File: config.mk
export PLATFORM = sky130hd
export DESIGN_NAME = aes_key_sched_ctrl
export DESIGN_NICKNAME = d
export VERILOG_FILES = /design/src/rtl/aes_key_sched_ctrl.sv
export SDC_FILE = /design/constraint.sdc
export NUM_CORES = 1
export LEC_CHECK = 0
export CORE_ASPECT_RATIO = 1.75
export CORE_MARGIN = 1
export CORE_UTILIZATION = 46
export CTS_CLUSTER_SIZE = 30
export DETAILED_ROUTE_END_ITERATION = 10
export GPL_ROUTABILITY_DRIVEN = 0
export PLACE_DENSITY_LB_ADDON = 0.08
export RECOVER_POWER = 50
export SLEW_MARGIN = 20
export SYNTH_ARGS = -nofsm -noshare
export SYNTH_HDL_FRONTEND = slang
export SYNTH_SLANG_ARGS = --single-unit
export TNS_END_PERCENT = 10
File: constraint.sdc
create_clock -name clk -period 1.9 [get_ports clk]
set_input_delay 0.475 -clock clk [delete_from_list [all_inputs] [get_ports clk]]
set_output_delay 0.475 -clock clk [all_outputs]
set_load 0.1 [all_outputs]
File: src/rtl/aes_key_sched_ctrl.sv
// AES-128 key schedule controller.
// Walks a 128-bit cipher key through the ten AES-128 expansion rounds,
// borrowing a shared S-box through a request/grant handshake once per
// round, and presents each round key (0..10) with a one-cycle strobe.
module aes_key_sched_ctrl (
  input  logic         clk,
  input  logic         rst,
  input  logic         start,
  input  logic [127:0] key_i,
  output logic         sbox_req_o,
  output logic [31:0]  sbox_word_o,
  input  logic         sbox_gnt_i,
  input  logic [31:0]  sbox_word_i,
  output logic [127:0] rnd_key_o,
  output logic         rnd_key_vld,
  output logic [3:0]   rnd_idx_o,
  output logic         busy,
  output logic         done
);

  // Controller states.
  localparam logic [1:0] ST_IDLE    = 2'd0;
  localparam logic [1:0] ST_SUB_REQ = 2'd1;
  localparam logic [1:0] ST_EXPAND  = 2'd2;
  localparam logic [1:0] ST_DONE    = 2'd3;

  localparam logic [3:0] LAST_ROUND = 4'd10;
  localparam logic [7:0] RCON_FIRST = 8'h01;

  // Doubling in GF(2^8) with the AES reduction polynomial; steps rcon.
  function automatic logic [7:0] rcon_next(input logic [7:0] r);
    return {r[6:0], 1'b0} ^ (r[7] ? 8'h1b : 8'h00);
  endfunction

  // One AES-128 expansion step; t already holds SubWord(RotWord(w3)) ^ rcon.
  function automatic logic [127:0] expand_key(input logic [127:0] k,
                                              input logic [31:0]  t);
    logic [31:0] w0, w1, w2, w3;
    w0 = k[127:96] ^ t;
    w1 = k[95:64]  ^ w0;
    w2 = k[63:32]  ^ w1;
    w3 = k[31:0]   ^ w2;
    return {w0, w1, w2, w3};
  endfunction

  logic [1:0]   state_q, state_d;
  logic [127:0] key_q,   key_d;
  logic [3:0]   idx_q,   idx_d;
  logic [7:0]   rcon_q,  rcon_d;
  logic [31:0]  t_q,     t_d;
  logic         vld_q,   vld_d;

  logic [31:0]  rot_w3;
  logic         in_sub_req;

  // RotWord of the last word of the current round key.
  assign rot_w3     = {key_q[23:0], key_q[31:24]};
  assign in_sub_req = (state_q == ST_SUB_REQ);

  // Next-state and datapath decisions for the expansion FSM.
  always_comb begin
    // NOTE: every variable gets a default first so no path leaves one unassigned and infers a latch.
    state_d = state_q;
    key_d   = key_q;
    idx_d   = idx_q;
    rcon_d  = rcon_q;
    t_d     = t_q;
    vld_d   = 1'b0;

    case (state_q)
      ST_IDLE: begin
        if (start) begin
          state_d = ST_SUB_REQ;
          key_d   = key_i;
          idx_d   = 4'd0;
          rcon_d  = RCON_FIRST;
          vld_d   = 1'b1;     // round 0 is the cipher key itself
        end
      end

      ST_SUB_REQ: begin
        // Stall here, holding everything, until the shared S-box is granted.
        if (sbox_gnt_i) begin
          t_d     = sbox_word_i ^ {rcon_q, 24'h0};
          state_d = ST_EXPAND;
        end
      end

      ST_EXPAND: begin
        key_d  = expand_key(key_q, t_q);
        idx_d  = idx_q + 4'd1;
        rcon_d = rcon_next(rcon_q);
        vld_d  = 1'b1;
        if (idx_q + 4'd1 == LAST_ROUND) begin
          state_d = ST_DONE;
        end else begin
          state_d = ST_SUB_REQ;
        end
      end

      ST_DONE: begin
        state_d = ST_IDLE;
      end

      default: begin
        state_d = ST_IDLE;
      end
    endcase
  end

  // State registers with synchronous reset; the key register is kept after
  // DONE so the last round key stays visible until the next start.
  always_ff @(posedge clk) begin
    if (rst) begin
      // NOTE: sequential state uses non-blocking assignments so every register samples pre-edge values.
      state_q <= ST_IDLE;
      key_q   <= '0;
      idx_q   <= '0;
      rcon_q  <= RCON_FIRST;
      t_q     <= '0;
      vld_q   <= 1'b0;
    end else begin
      state_q <= state_d;
      key_q   <= key_d;
      idx_q   <= idx_d;
      rcon_q  <= rcon_d;
      t_q     <= t_d;
      vld_q   <= vld_d;
    end
  end

  // Outputs: the S-box port is only driven while requesting.
  assign sbox_req_o  = in_sub_req;
  assign sbox_word_o = in_sub_req ? rot_w3 : 32'h0;
  assign rnd_key_o   = key_q;
  assign rnd_key_vld = vld_q;
  assign rnd_idx_o   = idx_q;
  assign busy        = (state_q != ST_IDLE);
  assign done        = (state_q == ST_DONE);

endmodule

==> reports/qor.yml <==
core_um2: 20200
routedWlPerCell_um: 20.5
path_class: "register to output port"
via_count: 9652
final-hold-violation-count: 0
cts.sinks: 175
firstDrtPassIters: 5
place_ws_ns: 0.0140
diodes: 0
design.die.area_um2: 21100
dieWidth_um: 110
synth_area_um2: 9440
p_leak_nw: 5.73
critPathArrivalTime_ns: 1.54
syn_inst: 1059
path_max_fanout: 36
wl_um: 32900
finClkSkew_ns: 0.0101
clkLatencyLatePin_ns: 0.43
max-clock-path-buffers: 2
syn_nets: 1225
cap_violations: 0
portBuffers: 331
ant_nets: 0
grt_max_degree: 91
die_h_um: 192
ctsHoldBuffers: 0
grt_overflow_total: 0
grt_pass1_vias: 9149
drt_iter0_drc: 635
finalMaxSlewViolations: 0
synth_area_leader_cell: "dfxtp_1"
synth_cell_types: 49
vias_per_cell: 6.01
synth_edf_count: 0
nets: 1512
worstHoldPathType: "primary input to register"
cts_buffers: 17
grt.total_usage: 0.304
rsz0062_at_grt: "yes"
tightest_slew_ns: 1.11
critPathRequiredTime_ns: 1.42
post-dp-hpwl_um: 23300
synth_area_leaders: "dfxtp_1 (37%), xnor3_1 (7.4%), a21oi_1 (6.4%), o211ai_1 (6.0%), o211a_1 (3.8%)"
min_period_over_period: 1.06
cts_max_level: 4
async_reset_ff_frac: 0
clk_pin_slew_worst_paths_ns: 0.07
synth_seq_cells: 175
grt_pass1_wl_um: 48900
final_cell_mix: "dfxtp_1 (163), clkdlybuf4s50_1 (161), a21oi_1 (121)"
postCtsSetupRepairBufs: 0
cts-root-buf: "clkbuf_16"
drive_gt1_frac: 0.215
yosysTopAreaCellShare: 0.371
final_common_cell: "dfxtp_1"
fmax_ghz: 0.497
drc: 0
syn_avg_cell_area_um2: 8.92
start_kind: "register"
ir_drop_mv: 0.610
start_util: 0.467
yosys_warnings: 0
utilization: 0.704
antenna_found_initial: 0
status: "finished with violations"
setup_viol: 32
p_per_area_nw_per_um2: 906
rows: 69
ys.flop_type: "dfxtp_1"
num_io_pins: 332
layout_min_cycle_time_ns: 2.01
max-slew-margin-rel: 0.260
syn_to_final_growth_pct: 50.6
yosysSeqAreaShare: 0.371
fin_ws_ns: -0.112
cts_tree: "yes"
tns_ns: -3.08
violations: "negative setup slack"
crit_path_end_kind: "output port"
power.total_w: 0.0129
[metal layers]
layer,global-route usage,share of wire
met5,0,0
met4,0.128,0.035
met3,0.0675,0.079
met2,0.511,0.49
met1,0.367,0.39
[state kept, by name, summed over array words and instances (netlist names)]
signal       flops
rnd_idx_o        4
rcon_q           8
rnd_key_o      128
t_q             32
state_q          2
rnd_key_vld      1
[cell usage after synthesis (all sizes together) (18+ instances only)]
cell	instances
dfxtp	175
a21oi	121
o21ai	86
o211ai	76
nand2	68
o22ai	56
buf	51
clkbuf	48
o211a	36
and2	34
xor2	34
xnor3	31
nor3	28
a221oi	23
nor2	23
a211oi	22
inv	22
nand3b	19
nand3	18
[through the flow]
step / area [um^2] / hold slack, ns / instances
after floorplan: 9550 / 0.469 / 1059
after global placement: 14700 / 0.484 / 1575
after detailed placement: 14700 / 0.496 / 1575
after CTS: 15400 / 0.480 / 1607
after global routing: 14200 / 0.492 / 1607
final: 14200 / 0.486 / 1607
[cell type report]
class	count	area (um^2)
Multi-Input combinational cell	763	5430
Fill cell	1607	5980
Sequential cell	175	3520
Tap cell	248	310
Inverter	22	85.1
Clock buffer	18	429
Timing Repair Buffer	367	4270
Clock inverter	14	179
[report_power, final]
part | leakage [nW] | internal (W) | switching [W]
Clock | 0.294 | 0.00210 | 0.00160
Combinational | 3.99 | 0.00165 | 0.00319
Sequential | 1.44 | 0.00395 | 0.000398
[path summary, 6_finish.rpt]
check	startpoint	to	slack, ns	cells after the start
setup / recovery	state_q[1]$_SDFFE_PP0P_	sbox_word_o[5]	-0.11	4
hold / removal	rst	rcon_q[0]$_SDFFE_PP1P_	0.49	4
setup reg to reg	state_q[0]$_SDFFE_PP0P_	rnd_key_o[83]$_SDFFE_PP0P_	0.02	5
hold reg to reg	t_q[1]$_SDFFE_PP0P_	t_q[1]$_SDFFE_PP0P_	0.51	2
[repair_timing]
| item | 4_1_cts | 5_1_grt |
|---|---|---|
| pin swaps | 7 | 0 |
| endpoints found under the setup margin | 35 | 34 |
| gates resized for setup | 3 | 0 |
| gates cloned | 0 | 0 |
| endpoints found under the hold margin | 0 | 0 |
[worst max-delay path, stage by stage (launching register included)]
cell     delay [ns]
dfxtp_4        0.40
nor2b_4        0.14
buf_12         0.19
and2_2         0.20
buf_12         0.17
[cell families (layout without fill, tap and decap cells)]
| logic type | after synthesis | after routing | share of synthesized area |
|---|---|---|---|
| adder cells (fa/ha/maj) | 2 | 2 | 0.00265 |
| XOR/XNOR | 77 | 77 | 0.118 |
| AO/OA/AOI/OAI | 478 | 478 | 0.334 |
| flip-flops | 175 | 175 | 0.371 |
| buffers and inverters | 121 | 421 | 0.0624 |
| AND/OR/NAND/NOR | 206 | 206 | 0.111 |
(Power assumes the default switching activity.)
